--- src/rtl/pipelined_control_pkg.sv ---
// Shared definitions for the pipelined control unit: opcode map, the
// per-stage control bundle and the bubble bundle loaded on stall/flush/reset.
package pipelined_control_pkg;

  localparam int PKG_REG_ADDR_W = 4;
  localparam int PKG_CMP_W      = 2;
  localparam int PKG_ALU_CTRL_W = PKG_CMP_W + 4;

  localparam logic [3:0] OP_ADD = 4'h0;
  localparam logic [3:0] OP_SUB = 4'h1;
  localparam logic [3:0] OP_MUL = 4'h2;
  localparam logic [3:0] OP_AND = 4'h3;
  localparam logic [3:0] OP_OR  = 4'h4;
  localparam logic [3:0] OP_XOR = 4'h5;
  localparam logic [3:0] OP_NOT = 4'h6;
  localparam logic [3:0] OP_MAX = 4'h7;
  localparam logic [3:0] OP_CMP = 4'h8;
  localparam logic [3:0] OP_SLL = 4'h9;
  localparam logic [3:0] OP_SRL = 4'hA;
  localparam logic [3:0] OP_MOV = 4'hB;
  localparam logic [3:0] OP_LD  = 4'hC;
  localparam logic [3:0] OP_ST  = 4'hD;
  localparam logic [3:0] OP_BT  = 4'hE;
  localparam logic [3:0] OP_NOP = 4'hF;

  localparam logic [1:0] SEL_B_ALU   = 2'd0;
  localparam logic [1:0] SEL_B_LOAD  = 2'd1;
  localparam logic [1:0] SEL_B_STORE = 2'd2;

  typedef struct packed {
    logic [PKG_ALU_CTRL_W-1:0] alu_control;
    logic [1:0]                sel_b;
    logic                      alu_mux;
    logic                      cmp_en;
    logic                      branch;
    logic                      mem_we;
    logic                      mem_re;
    logic                      reg_we;
    logic                      sel_data_out;
    logic [PKG_REG_ADDR_W-1:0] rd;
  } ctrl_bundle_t;

  localparam ctrl_bundle_t BUBBLE = '{
    alu_control:  {{PKG_CMP_W{1'b0}}, OP_NOP},
    sel_b:        SEL_B_ALU,
    alu_mux:      1'b0,
    cmp_en:       1'b0,
    branch:       1'b0,
    mem_we:       1'b0,
    mem_re:       1'b0,
    reg_we:       1'b0,
    sel_data_out: 1'b0,
    rd:           '0
  };

endpackage

--- src/rtl/pipelined_control_decode.sv ---
// Combinational ID-stage decoder: opcode/compare mode/rd to control bundle,
// plus register-file read enables. Invalid slots and NOP decode as the bubble.
module ctrl_decode
  import pipelined_control_pkg::*;
(
  input  logic                      i_valid,
  input  logic [3:0]                i_opcode,
  input  logic [PKG_CMP_W-1:0]      i_cmp_flag,
  input  logic [PKG_REG_ADDR_W-1:0] i_rd,
  output ctrl_bundle_t              o_bundle,
  output logic                      o_re_a,
  output logic                      o_re_b
);

  logic w_is_cmp, w_is_mov, w_is_ld, w_is_st, w_is_bt, w_is_not;

  assign w_is_cmp = (i_opcode == OP_CMP);
  assign w_is_mov = (i_opcode == OP_MOV);
  assign w_is_ld  = (i_opcode == OP_LD);
  assign w_is_st  = (i_opcode == OP_ST);
  assign w_is_bt  = (i_opcode == OP_BT);
  assign w_is_not = (i_opcode == OP_NOT);

  always_comb begin
    o_bundle = BUBBLE;
    o_re_a   = 1'b0;
    o_re_b   = 1'b0;
    if (i_valid && (i_opcode != OP_NOP)) begin
      o_bundle.alu_control  = {i_cmp_flag, i_opcode};
      o_bundle.sel_b        = w_is_ld ? SEL_B_LOAD : (w_is_st ? SEL_B_STORE : SEL_B_ALU);
      o_bundle.alu_mux      = w_is_mov;
      o_bundle.cmp_en       = w_is_cmp;
      o_bundle.branch       = w_is_bt;
      o_bundle.mem_we       = w_is_st;
      o_bundle.mem_re       = w_is_ld;
      o_bundle.reg_we       = !(w_is_cmp || w_is_st || w_is_bt);
      o_bundle.sel_data_out = w_is_ld;
      o_bundle.rd           = i_rd;
      o_re_a                = !(w_is_mov || w_is_bt);
      o_re_b                = !(w_is_not || w_is_mov || w_is_ld || w_is_bt);
    end
  end

endmodule

--- src/rtl/pipelined_control.sv ---
// Pipelined control unit: ID decode carried through EX/MEM/WB with load-use
// stall, taken-branch flush and mem_busy freeze. PIPE_CTRL_PERF_CNT_EN adds stall/flush counters.
module pipelined_control
  import pipelined_control_pkg::*;
#(
  parameter int REG_ADDR_W   = PKG_REG_ADDR_W,
  parameter int CMP_W        = PKG_CMP_W,
  parameter int FLUSH_CYCLES = 1
) (
  input  logic                  clk,
  input  logic                  rst,
  input  logic                  id_valid,
  input  logic [3:0]            id_opcode,
  input  logic [CMP_W-1:0]      id_cmp_flag,
  input  logic [REG_ADDR_W-1:0] id_rd,
  input  logic [REG_ADDR_W-1:0] id_ra,
  input  logic [REG_ADDR_W-1:0] id_rb,
  input  logic                  branch_cond,
  input  logic                  mem_busy,
  output logic                  id_re_a,
  output logic                  id_re_b,
  output logic                  stall_out,
  output logic                  flush_out,
  output logic [CMP_W+3:0]      ex_alu_control,
  output logic [1:0]            ex_sel_b,
  output logic                  ex_alu_mux,
  output logic                  ex_cmp_en,
  output logic                  ex_branch,
  output logic                  mem_we,
  output logic                  mem_re,
  output logic                  wb_reg_we,
  output logic                  wb_sel_data_out,
`ifdef PIPE_CTRL_PERF_CNT_EN
  output logic [15:0]           stall_cnt,
  output logic [15:0]           flush_cnt,
`endif
  output logic [REG_ADDR_W-1:0] wb_rd
);

  // Counter holds the bubbles still owed after the taken-branch cycle itself.
  localparam logic [1:0] FLUSH_RELOAD = 2'(FLUSH_CYCLES - 1);

  ctrl_bundle_t w_id_bundle;
  ctrl_bundle_t r_ex, r_mem, r_wb;
  logic [1:0]   r_flush_cnt;
  logic         w_load_use, w_taken, w_flush;

  ctrl_decode u_decode (
    .i_valid    (id_valid),
    .i_opcode   (id_opcode),
    .i_cmp_flag (id_cmp_flag),
    .i_rd       (id_rd),
    .o_bundle   (w_id_bundle),
    .o_re_a     (id_re_a),
    .o_re_b     (id_re_b)
  );

  assign w_load_use = r_ex.mem_re &&
                      (((r_ex.rd == id_ra) && id_re_a) || ((r_ex.rd == id_rb) && id_re_b));
  assign w_taken    = r_ex.branch && branch_cond;
  assign w_flush    = w_taken || (r_flush_cnt != 2'd0);

  assign flush_out = w_flush && !mem_busy;
  assign stall_out = mem_busy || (w_load_use && !w_flush);

  always_ff @(posedge clk or posedge rst) begin
    if (rst) begin
      r_ex        <= BUBBLE;
      r_mem       <= BUBBLE;
      r_wb        <= BUBBLE;
      r_flush_cnt <= 2'd0;
    end else if (!mem_busy) begin
      r_wb  <= r_mem;
      r_mem <= r_ex;
      r_ex  <= (w_flush || w_load_use) ? BUBBLE : w_id_bundle;
      if (w_taken)
        r_flush_cnt <= FLUSH_RELOAD;
      else if (r_flush_cnt != 2'd0)
        r_flush_cnt <= r_flush_cnt - 2'd1;
    end
  end

  assign ex_alu_control  = r_ex.alu_control;
  assign ex_sel_b        = r_ex.sel_b;
  assign ex_alu_mux      = r_ex.alu_mux;
  assign ex_cmp_en       = r_ex.cmp_en;
  assign ex_branch       = r_ex.branch;
  assign mem_we          = r_mem.mem_we;
  assign mem_re          = r_mem.mem_re;
  assign wb_reg_we       = r_wb.reg_we;
  assign wb_sel_data_out = r_wb.sel_data_out;
  assign wb_rd           = r_wb.rd;

`ifdef PIPE_CTRL_PERF_CNT_EN
  logic [15:0] r_stall_cnt, r_flush_cnt_perf;

  always_ff @(posedge clk or posedge rst) begin
    if (rst) begin
      r_stall_cnt      <= 16'd0;
      r_flush_cnt_perf <= 16'd0;
    end else begin
      if (stall_out && (r_stall_cnt != 16'hFFFF))
        r_stall_cnt <= r_stall_cnt + 16'd1;
      if (flush_out && (r_flush_cnt_perf != 16'hFFFF))
        r_flush_cnt_perf <= r_flush_cnt_perf + 16'd1;
    end
  end

  assign stall_cnt = r_stall_cnt;
  assign flush_cnt = r_flush_cnt_perf;
`endif

endmodule

--- config.mk ---
export PLATFORM = sky130hd
export DESIGN_NAME = pipelined_control
export DESIGN_NICKNAME = d
export VERILOG_FILES = /design/src/rtl/pipelined_control_pkg.sv /design/src/rtl/pipelined_control_decode.sv /design/src/rtl/pipelined_control.sv
export SDC_FILE = /design/constraint.sdc
export NUM_CORES = 1
export LEC_CHECK = 0
export CORE_ASPECT_RATIO = 0.6
export CORE_MARGIN = 1
export CORE_UTILIZATION = 30
export DETAILED_ROUTE_END_ITERATION = 8
export DONT_BUFFER_PORTS = 1
export GPL_ROUTABILITY_DRIVEN = 0
export PLACE_DENSITY = 0.42
export SLEW_MARGIN = 15
export SYNTH_ARGS = -nofsm -noshare
export SYNTH_HDL_FRONTEND = slang
export SYNTH_SLANG_ARGS = --single-unit
--- constraint.sdc ---
create_clock -name clk -period 3.55 [get_ports clk]
set_input_delay 0.71 -clock clk [delete_from_list [all_inputs] [get_ports clk]]
set_output_delay 0.71 -clock clk [all_outputs]
set_load 0.02 [all_outputs]
==> impl_metrics.json, run 1 <==
{
  "slew_violations": 0,
  "cts_sinks": 32,
  "tritoncts": "done",
  "io_pins": 46,
  "synthesis.area_mm2": 0.00162,
  "synth_common_cells": "dfrtp_1 (28), nand2_1 (24), mux2_2 (13), buf_4 (10), o31ai_1 (10)",
  "antenna_left": 0,
  "power_density_mw_per_mm2": 573,
  "start_util": 0.315,
  "grt_setup_unrepaired": "no",
  "first_iter_violations": 27,
  "tightest_slew_ps": 1040,
  "start_kind": "flip-flop",
  "area_delta_synth_final_pct": 3.95,
  "clockRootBuffer": "clkbuf_8",
  "grt_pass1_wl_mm": 6.09,
  "grt_max_degree": 32,
  "synth.yosys.seq_area_share": 0.498,
  "crit_family": "compound AO/OA/AOI/OAI gates",
  "arrival_ps": 1580,
  "cts_made_buffers": 5,
  "max_freq_ghz": 0.437,
  "n_antenna_cell": 0,
  "htree_levels": 2,
  "power_w": 0.000963,
  "crit_path_end_kind": "primary output",
  "synth_most_common_cell": "dfrtp_1",
  "vdd_ir_drop_max_mv": 0.124,
  "finClkSkew_ps": 4.10,
  "fin_crit_sh": 0.644,
  "routed-via-count": 1047,
  "layout-drive-gt1-share": 0.281,
  "yosys-top-cells-area": "dfrtp_1 (43%), mux2_2 (9.1%), dfstp_2 (6.5%)",
  "post_cts_buffers": 0,
  "path_max_fanout": 4,
  "cp.buffers_inverters": 0,
  "synthCells": 143,
  "wl_mm": 3.75,
  "max_stage_delay_ps": 430,
  "antenna_found_initial": 0,
  "fin_tns_setup_ps": 0,
  "outcome": "complete, no violations",
  "power_leakage_nw": 0.726,
  "synthDistinctLibCells": 34,
  "dr.pass1.iters": 5,
  "hold_violations": 0,
  "portBuffers": 0,
  "drv_cap": 0,
  "path_cells": "xnor2_1, nand4_2, o22ai_1, a31o_2",
  "vias_per_cell": 5.21,
  "nNetsFinal": 158,
  "grt_use_total": 0.142,
  "clkLatencyLatePin_ps": 280,
  "async_reset_ff_frac": 1.00,
  "synth_warnings": 0,
  "cts-hold-fix-buffers": 0,
  "grt.overflow.total": 0,
  "cts_resized": 0,
  "synth-main-ff-cell": "dfrtp_1",
  "die_y_um": 58.9,
  "core_mm2": 0.00513,
  "dp_slack_ps": 1330,
  "slew_headroom": 0.303,
  "worstSetupPathType": "reg -> out",
  "post-synth-top-area-fraction": 0.433,
  "setup_viol_count_final": 0,
  "die_area_mm2": 0.00570,
  "synth_fp_nets": 167,
  "required_ps": 2840,
  "synth_top_cell_by_area": "dfrtp_1",
  "grt_pass1_vias": 1142,
  "worst_slack_ps": 1260,
  "hold_path_class": "in -> async",
  "die_width_um": 96.8,
  "utilization": 0.328,
  "rows": 20,
  "cts_buffer_depth": 2,
  "slowest_stage": "dfrtp_1",
  "dp_hpwl_mm": 2.69,
  "clkTransAtPathRegs_ps": 70,
  "synth-edff-count": 0,
  "min_period_ps": 2290,
  "r2r_slack_ps": 1620,
  "syn_area_per_cell_um2": 11.3,
  "drc": 0,
  "wl_per_cell_um": 18.7,
  "ys_ff_latch": 32
}
## layout by cell type (no fill, tap or decap), drive strengths merged, types with 4 or more instances in the layout
master / count
clkbuf: 6
dfrtp: 28
dfstp: 4
inv: 6
mux2: 13
nand2: 24
o31ai: 11
o32a: 4
xnor2: 8
## power by group
group / internal [W] / switching (W) / leakage, nW
Sequential: 0.000425 / 0.0000703 / 0.424
Combinational: 0.0000842 / 0.0000940 / 0.251
Clock: 0.000155 / 0.000135 / 0.0510
Total: 0.000664 / 0.000299 / 0.726
## per-stage QoR
stage,hold slack (ps),cell area (um2),instances
detailed placement,470,1590,193
global route,412,1680,201
CTS,401,1680,201
finish,386,1680,201
global placement,467,1590,193
floorplan,448,1620,143
## final cells by class
type                    count  area (um2)
fillers                   501        3450
flip-flops and latches     32         806
multi-input cells          88         669
clock buffers               6        82.6
well taps                  66        82.6
inverters                   6        22.5
clock inverters             2        10.0
repair buffers              1        7.51
## sequential cells by signal, indices dropped and copies added, names as in the netlist
| name | cells |
|---|---|
| ex_alu_control | 6 |
| ex_alu_mux | 1 |
| ex_branch | 1 |
| ex_cmp_en | 1 |
| ex_sel_b | 2 |
| mem_re | 1 |
| mem_we | 1 |
| r_ex | 6 |
| r_flush_cnt | 2 |
| r_mem | 5 |
| wb_rd | 4 |
| wb_reg_we | 1 |
| wb_sel_data_out | 1 |
## final timing paths
path                         start           endpoint  cells past startpoint
min reg2reg                r_ex[5]            r_ex[5]                      2
max                        r_ex[0]          stall_out                      4
min                            rst           r_mem[2]                      1
max in group asynchronous      rst  ex_alu_control[0]                      2
min in group clk           r_ex[5]            r_ex[5]                      2
max reg2reg                r_ex[1]            r_ex[0]                      4
## logic make-up (layout without fill, tap and decap cells)
kind of cell | count (synthesis) | in the layout | share of synthesized area
muxes | 13 | 13 | 0.0906
DFF | 32 | 32 | 0.498
xor gates and xnor gates | 9 | 9 | 0.0488
buffers and inverters | 23 | 15 | 0.0875
AOI/OAI and AO/OA | 28 | 28 | 0.156
and+or+nand+nor | 37 | 37 | 0.111
adders and majority gates | 1 | 1 | 0.00774
## routing by layer
layer / track usage / vias up / wire [um]
li1: - / 474 / -
met1: 0.184 / 534 / 1750
met2: 0.222 / 35 / 1770
met3: 0.0475 / 4 / 207
met4: 0.0597 / 0 / 22
met5: 0 / - / 0
No activity file was read; power rests on OpenSTA's default activity.
==> run 2: changes to the inputs <==
--- a/config.mk
+++ b/config.mk
@@ -11,7 +11,7 @@
 export DETAILED_ROUTE_END_ITERATION = 8
 export DONT_BUFFER_PORTS = 1
 export GPL_ROUTABILITY_DRIVEN = 0
-export PLACE_DENSITY = 0.42
+export PLACE_DENSITY = 0.43
 export SLEW_MARGIN = 15
 export SYNTH_ARGS = -nofsm -noshare
 export SYNTH_HDL_FRONTEND = slang
==> constraint.sdc (replaced) <==
create_clock -name clk -period 1.8 [get_ports clk]
set_input_delay 0.36 -clock clk [delete_from_list [all_inputs] [get_ports clk]]
set_output_delay 0.36 -clock clk [all_outputs]
set_load 0.02 [all_outputs]
==> run 2 against run 1 <==
The flow now finishes with violations (negative setup slack); critical path depth unchanged; largest power group unchanged; clock power increased by 93%; count of clock-buffer cells in the layout increased by 2; wire length decreased by 2.4%; largest cell class unchanged; flip-flop and latch count unchanged; utilization increased by 3.9 points.
==> impl_metrics.json, run 2 (synthesis results as in run 1) <==
{
  "outcome": "finished with violations",
  "violations": "negative setup slack",
  "routed-via-count": 1060,
  "layout_commonest_cell": "dfrtp_1",
  "fillers": 491,
  "finClkSkew_ps": 4.09,
  "fin_crit_sh": 1.01,
  "tightest_slew_ps": 438,
  "clkLatencyLatePin_ps": 280,
  "wl_mm": 3.66,
  "grt_pass1_wl_mm": 5.83,
  "crit_path_end_kind": "primary output",
  "required_ps": 1440,
  "htree_levels": 2,
  "utilization": 0.366,
  "die_width_um": 96.8,
  "worstSetupPathType": "reg -> out",
  "first_iter_violations": 42,
  "dp_hpwl_mm": 2.70,
  "grt_use_total": 0.135,
  "cts_sinks": 32,
  "power_density_mw_per_mm2": 1080,
  "drv_cap": 0,
  "die_area_mm2": 0.00570,
  "drc": 0,
  "arrival_ps": 1460,
  "cts_buffer_depth": 2,
  "setup_viol_count_final": 1,
  "slew_headroom": 0.708,
  "tritoncts": "done",
  "clkTransAtPathRegs_ps": 60,
  "antenna_found_initial": 0,
  "power_leakage_nw": 0.825,
  "vdd_ir_drop_max_mv": 0.271,
  "grt_setup_unrepaired": "yes",
  "worst_slack_ps": -20.1,
  "clockRootBuffer": "clkbuf_8",
  "dr.pass1.iters": 4,
  "nNetsFinal": 170,
  "start_util": 0.315,
  "portBuffers": 0,
  "area_delta_synth_final_pct": 16.3,
  "path_max_fanout": 4,
  "grt_max_degree": 32,
  "vias_per_cell": 4.98,
  "io_pins": 46,
  "max_freq_ghz": 0.549,
  "grt_pass1_vias": 1091,
  "slew_violations": 0,
  "hold_violations": 0,
  "core_mm2": 0.00513,
  "die_y_um": 58.9,
  "layout-drive-gt1-share": 0.408,
  "min_period_ps": 1820,
  "start_kind": "flip-flop",
  "postPlaceCellArea_mm2": 0.00165,
  "wl_per_cell_um": 17.2,
  "design_area_mm2": 0.00188,
  "grt.overflow.total": 0,
  "antenna_left": 0,
  "cts_made_buffers": 5,
  "rows": 20,
  "hold_path_class": "in -> reg",
  "n_antenna_cell": 0,
  "layout_common_cells": "dfrtp_1 (25), nand2_1 (23), mux2_2 (13)"
}
run 2: metrics by stage:
step	setup WS (ps)	instances	setup TNS (ps)	power, W	hold WS, ps
finish	-20.1	213	-20.1	0.00202	169
global route	-136	213	-136	0.00214	161
floorplan	190	143	0	0.00131	448
detailed placement	2.95	199	0	0.00137	277
global placement	56.2	199	0	0.00135	266
CTS	-83.1	211	-83.1	0.00199	167
run 2: area by class of cell:
cell class | instances | area (um2) | area share
sequential | 32 | 810 | 0.431
multi-input combinational | 88 | 754 | 0.401
timing repair buffer | 13 | 120 | 0.0639
clock buffer | 8 | 90.1 | 0.0479
tap | 66 | 82.6 | 0.0439
inverter | 6 | 22.5 | 0.0120
run 2: report_power, final:
group | internal [W] | switching [W] | total, W
Combinational | 0.000267 | 0.000218 | 0.000484
Sequential | 0.000841 | 0.000140 | 0.000981
Clock | 0.000311 | 0.000248 | 0.000559
Total | 0.00142 | 0.000605 | 0.00202
run 2: repair_timing:
action,in CTS,in global routing
hold buffers,1,0
hold endpoints to repair,9,0
resized for setup,8,10
setup endpoints to repair,18,6
gates cloned,0,0
pin swaps,2,7
buffers inserted,3,2
run 2: worst max-delay path: stages, from the launching register on:
cell     delay (ps)
dfrtp_2         450
xnor2_2         210
nand4_2         140
o22ai_2         190
a31o_4          200
run 2: per-layer routing:
| metal | vias to the layer above | global-route usage | routed length (um) |
|---|---|---|---|
| li1 | 499 | - | - |
| met1 | 525 | 0.174 | 1730 |
| met2 | 30 | 0.217 | 1650 |
| met3 | 6 | 0.0451 | 215 |
| met4 | 0 | 0.0448 | 63 |
| met5 | - | 0 | 0 |
run 2: final timing paths:
path | slack, ps | depth (start not counted) | from | endpoint
worst max-delay path | -20 | 4 | r_ex[2] | stall_out
worst min-delay path | 170 | 1 | id_opcode[0] | ex_sel_b[0]
worst max register to register | 90 | 7 | r_flush_cnt[1] | ex_alu_control[2]
worst min register to register | 490 | 2 | r_ex[7] | r_ex[7]
max in group asynchronous | 730 | 3 | rst | ex_alu_control[0]
min in group asynchronous | 520 | 2 | rst | wb_sel_data_out
==> run 3: changes to the inputs <==
--- a/config.mk
+++ b/config.mk
@@ -5,12 +5,14 @@
 export SDC_FILE = /design/constraint.sdc
 export NUM_CORES = 1
 export LEC_CHECK = 0
+export ABC_AREA = 1
 export CORE_ASPECT_RATIO = 0.6
 export CORE_MARGIN = 1
 export CORE_UTILIZATION = 30
 export DETAILED_ROUTE_END_ITERATION = 8
 export DONT_BUFFER_PORTS = 1
 export GPL_ROUTABILITY_DRIVEN = 0
+export MAX_ROUTING_LAYER = met4
 export PLACE_DENSITY = 0.43
 export SLEW_MARGIN = 15
 export SYNTH_ARGS = -nofsm -noshare
==> run 3 against run 2 <==
The flow still finishes with violations (negative setup slack); setup slack got worse by 30 ps; first-iteration DRC count grew 43%; flip-flop and latch count stayed put; total power up 5.3%; design area fell by 1.2%; fmax shrank 1.6%; critical path depth rose by 3; register-to-register slack better by 190 ps; global-route usage increased by 1.7 points; wire length rose by 8.9%; die area rose by 1.6%; hold slack worse by 120 ps; critical endpoint unchanged; largest power group unchanged.
==> impl_metrics.json, run 3 <==
{
  "synth-main-ff-cell": "dfrtp_1",
  "drv_cap": 0,
  "tritoncts": "done",
  "wl_per_cell_um": 14.1,
  "synthesis.area_mm2": 0.00164,
  "ys_ff_latch": 32,
  "crit_path_end_kind": "primary output",
  "async_reset_ff_frac": 1.00,
  "nNetsFinal": 239,
  "die_y_um": 59.3,
  "start_kind": "flip-flop",
  "cts_buffer_depth": 2,
  "violations": "negative setup slack",
  "die_width_um": 97.5,
  "first_iter_violations": 60,
  "post-synth-top-area-fraction": 0.427,
  "rows": 20,
  "tightest_slew_ps": 427,
  "critPathCapture": "stall_out",
  "reg2reg_from": "r_ex[2]",
  "routed-via-count": 1321,
  "grt_max_degree": 33,
  "worst_slack_ps": -50.1,
  "slew_headroom": 0.715,
  "slew_violations": 0,
  "worstSetupPathType": "reg -> out",
  "finClkSkew_ps": 8.53,
  "synth-edff-count": 0,
  "grt_use_total": 0.152,
  "layout_commonest_cell": "nand2_1",
  "clkTransAtPathRegs_ps": 60,
  "grt_pass1_vias": 1289,
  "swShare": 0.316,
  "fin_tns_setup_ps": -50.1,
  "hold_violations": 0,
  "power_density_mw_per_mm2": 1150,
  "switchingPower_w": 0.000674,
  "htree_levels": 2,
  "clkLatencyLatePin_ps": 280,
  "start_util": 0.319,
  "cts_made_buffers": 5,
  "setup_viol_count_final": 1,
  "internal-power_w": 0.00146,
  "yosys-top-cells-area": "dfrtp_1 (43%), nand2_1 (19%), dfstp_2 (6.4%)",
  "synth_warnings": 0,
  "min_period_ps": 1850,
  "dr.pass1.iters": 4,
  "layout-drive-gt1-share": 0.190,
  "synth_common_cells": "nand2_1 (85), dfrtp_1 (28), inv_1 (19), nand4_1 (12), nor2_1 (12)",
  "clockPowerShare": 0.318,
  "die_area_mm2": 0.00579,
  "fin_crit_sh": 1.03,
  "max_stage_delay_ps": 440,
  "dp.cells": 270,
  "vias_per_cell": 4.68,
  "grt.overflow.total": 0,
  "cts_sinks": 32,
  "n_antenna_cell": 0,
  "grt_pass1_wl_mm": 6.42,
  "reg2reg_to": "r_ex[7]",
  "dp_hpwl_mm": 2.72,
  "vdd_ir_drop_max_mv": 0.341,
  "arrival_ps": 1490,
  "instances_no_fill": 282,
  "synth_most_common_cell": "nand2_1",
  "comb_power_share": 0.229,
  "io_pins": 46,
  "seq_power_share": 0.453,
  "area_delta_synth_final_pct": 13.0,
  "portBuffers": 0,
  "wl_mm": 3.99,
  "max_freq_ghz": 0.540,
  "grt_setup_unrepaired": "yes",
  "synth_top_cell_by_area": "dfrtp_1",
  "drc": 0,
  "path_cells": "xnor2_1, nand2_1, nor2_1, nand3_1, nand2_2, nand2_4, a21oi_4",
  "hold_path_class": "in -> async",
  "outcome": "finished with violations",
  "synth_fp_nets": 236,
  "power_leakage_nw": 0.999,
  "synthCells": 212,
  "reg2reg_depth": 9,
  "clockRootBuffer": "clkbuf_8",
  "layout_common_cells": "nand2_1 (85), dfrtp_1 (27), inv_1 (16)",
  "antenna_left": 0,
  "antenna_found_initial": 0,
  "r2r_slack_ps": 280,
  "path_max_fanout": 4,
  "synthDistinctLibCells": 25,
  "synth.yosys.seq_area_share": 0.490,
  "slowest_stage": "dfrtp_2",
  "core_mm2": 0.00515,
  "cp-startpoint": "r_ex[2]",
  "required_ps": 1440,
  "syn_area_per_cell_um2": 7.75
}
==> run 3: cell types whose count changed after synthesis, moves of 10 or more <==
cell | previous run | this run
inv_1 | 6 | 19
mux2_2 | 13 | 0
nand4_1 | 2 | 12
o31ai_1 | 10 | 0
nand2_1 | 24 | 85
nor2_1 | 2 | 12
==> run 3: cell type report <==
type	instances	area (um2)
flip-flops and latches	32	807
fillers	550	3300
well taps	66	82.6
inverters	21	78.8
clock inverters	2	35.0
clock buffers	6	72.6
multi-input cells	143	687
repair buffers	12	93.8
==> run 3: cell families (layout without fill, tap and decap cells) <==
group,after synthesis,after routing,share of synthesized area
AND/OR/NAND/NOR,130,130,0.344
XOR/XNOR,5,5,0.0267
flip-flops,32,32,0.490
adder cells (fa/ha/maj),1,1,0.00761
buffers and inverters,37,41,0.107
AO/OA/AOI/OAI,7,7,0.0236
==> run 3: power by group through the flow <==
stage	registers [W]	logic, W	clock network [W]
floorplan	0.000928	0.000395	0
global placement	0.000974	0.000413	0
detailed placement	0.000977	0.000429	0
CTS	0.000964	0.000438	0.000702
global route	0.000979	0.000551	0.000742
finish	0.000965	0.000488	0.000679
==> run 3: metrics by stage <==
| step | util | power, W | cell area, um2 | worst slack, ps | hold WS, ps |
|---|---|---|---|---|---|
| floorplan | - | 0.00132 | 1660 | 54.8 | 442 |
| global placement | 0.331 | 0.00139 | 1710 | 180 | 368 |
| detailed placement | 0.331 | 0.00141 | 1710 | 170 | 373 |
| CTS | 0.353 | 0.00210 | 1820 | -65.5 | 69.4 |
| global route | 0.360 | 0.00227 | 1860 | -161 | 79.7 |
| finish | 0.360 | 0.00213 | 1860 | -50.1 | 52.2 |
==> run 3: timing repair <==
| action | CTS | global route |
|---|---|---|
| setup endpoints to repair | 2 | 2 |
| buffers inserted | 0 | 4 |
| hold buffers | 0 | 0 |
| pin swaps | 0 | 4 |
| resized for setup | 1 | 6 |
==> run 3: worst min-delay path by stage <==
stage                                  to  cells after the start
after detailed placement  wb_sel_data_out                      2
after floorplan                    mem_we                      2
after global routing      wb_sel_data_out                      2
final                     wb_sel_data_out                      2
after global placement    wb_sel_data_out                      2
after CTS                        r_mem[3]                      2
==> run 3: metal layers <==
layer	up-vias	part of all wire	global-route usage
li1	659	-	-
met3	5	0.068	0.0637
met1	625	0.49	0.190
met4	0	0.0093	0.0504
met2	32	0.44	0.223
met5	-	0	-
==> run 3: critical path, delay by kind of cell, from the launching register on <==
family                    cells  cell delay, ps
and+or+nand+nor               5             410
DFF                           1             440
xor gates and xnor gates      1             140
AOI/OAI and AO/OA             1             220
==> RTL change (config.mk and constraints of run 3) <==
The package constant `PKG_CMP_W` goes from 2 to 3.
--- a/src/rtl/pipelined_control_pkg.sv
+++ b/src/rtl/pipelined_control_pkg.sv
@@ -4,5 +4,5 @@
 
   localparam int PKG_REG_ADDR_W = 4;
-  localparam int PKG_CMP_W      = 2;
+  localparam int PKG_CMP_W      = 3;
   localparam int PKG_ALU_CTRL_W = PKG_CMP_W + 4;
 
Interface: changed (resized ex_alu_control and id_cmp_flag); port bits go from 46 to 48. The function was not compared with the original's and may differ.
==> RTL change against run 3 <==
- the flow still finishes with violations (setup timing)
- final area rose by 3.5%
- wire length rose by 5.8%
- critical path type unchanged
- largest power group unchanged
- sequential cell count rose by 1
- die area rose by 4.7%
- worst hold slack improved by 2.4 ps
- setup slack got worse by 15 ps
- critical endpoint unchanged
- area after synthesis rose by 4.9%
- clock skew fell by 5.9 ps
- combinational power fell by 2%
- total power fell by 4.2%
- critical path depth rose by 2
- count of clock-buffer cells in the layout rose by 1
==> RTL change: results (changes against run 3) <==
- Status: complete, but fails checks
- Failing checks: setup timing
- Headroom to the max-slew limit: 45.1% (-26 points)
- Post-CTS Repair Setup Buffers: 4 (+4)
- Sum of negative setup slack: -65.1 ps (-14.9 ps)
- Register area share after synthesis: 48.2% (-0.83 points)
- Area after DPL: 0.00178 mm^2 (+4.1%)
- Hpwl dp: 2850 um (+4.6%)
- DRT iter0 DRCs: 61 (+1.7%)
- Worst reg2reg startpoint: r_ex[3]
- First-pass GRT wire length: 6980 um (+8.6%)
- Vias in the first global route: 1383 (+7.3%)
- Final nets: 249 (+4.2%)
- Most used flip-flop cell after synthesis: dfrtp_1
- Vias per std cell: 4.40 (-6.2%)
- Pint: 1360 uW (-7.0%)
- Post-CTS sizing: 1 (unchanged)
- Fin worst setup slack: -65.1 ps (-14.9 ps)
- Worst VDD drop: 0.293 mV (-14%)
- Final non-filler cell total: 301 (+6.7%)
- Slowest-stage cell, CP: dfrtp_1
- Placed cells: 289 (+7.0%)
- Met3 GRT Util: 5.88% (-0.49 points)
- Finish-stage setup viols: 1 (unchanged)
- Clock skew: 2.61 ps (-5.92 ps)
- Seq pwr: 998 uW (+3.4%)
- Static leakage: 0.00102 uW (+1.9%)
- Clock power share: 27.7% (-4.1 points)
- Worst path top cell family by delay: simple AND/OR/NAND/NOR gates
- Gr usage total: 16.2% (+0.97 points)
- Mapped Cells: 223 (+5.2%)
- Largest net degree at the start of global routing: 35 (+6.1%)
- Netlist cell types: 28 (+12%)
- Clk pwr: 566 uW (-17%)
- Top cells by area, synth: dfrtp_1 42%, nand2_1 19%, dfstp_2 6.1%
- Met2 GRT Util: 22.9% (+0.58 points)
- Top post-synthesis cells by count: 87 x nand2_1, 29 x dfrtp_1, 21 x inv_1
- Layout cells sized above 1: 21.0% (+2.0 points)
[RTL change: through the flow]
step	worst slack (ps)	hold WS (ps)
floorplan	59.6	442
global placement	196	376
detailed placement	170	377
CTS	-89.6	74.0
global route	-182	81.0
finish	-65.1	54.6
[RTL change: metal layers]
metal | wire length (um) | up-vias
met1 | 2180 | 594
met3 | 324 | 2
met2 | 1690 | 39
met5 | 0 | -
met4 | 22 | 0
li1 | - | 688
[RTL change: cells by family after synthesis]
logic type               share of synthesized area (%)
XOR/XNOR                                          2.03
buffers and inverters                             11.5
AO/OA/AOI/OAI                                     2.54
flip-flops                                        48.2
AND/OR/NAND/NOR                                   34.9
adder cells (fa/ha/maj)                          0.726
[RTL change: layout make-up]
cell class / count / area, um^2
inverters: 24 / 90.1
fillers: 579 / 3360
multi-input cells: 148 / 724
well taps: 77 / 96.3
clock buffers: 7 / 86.3
repair buffers: 12 / 93.8
flip-flops and latches: 33 / 831
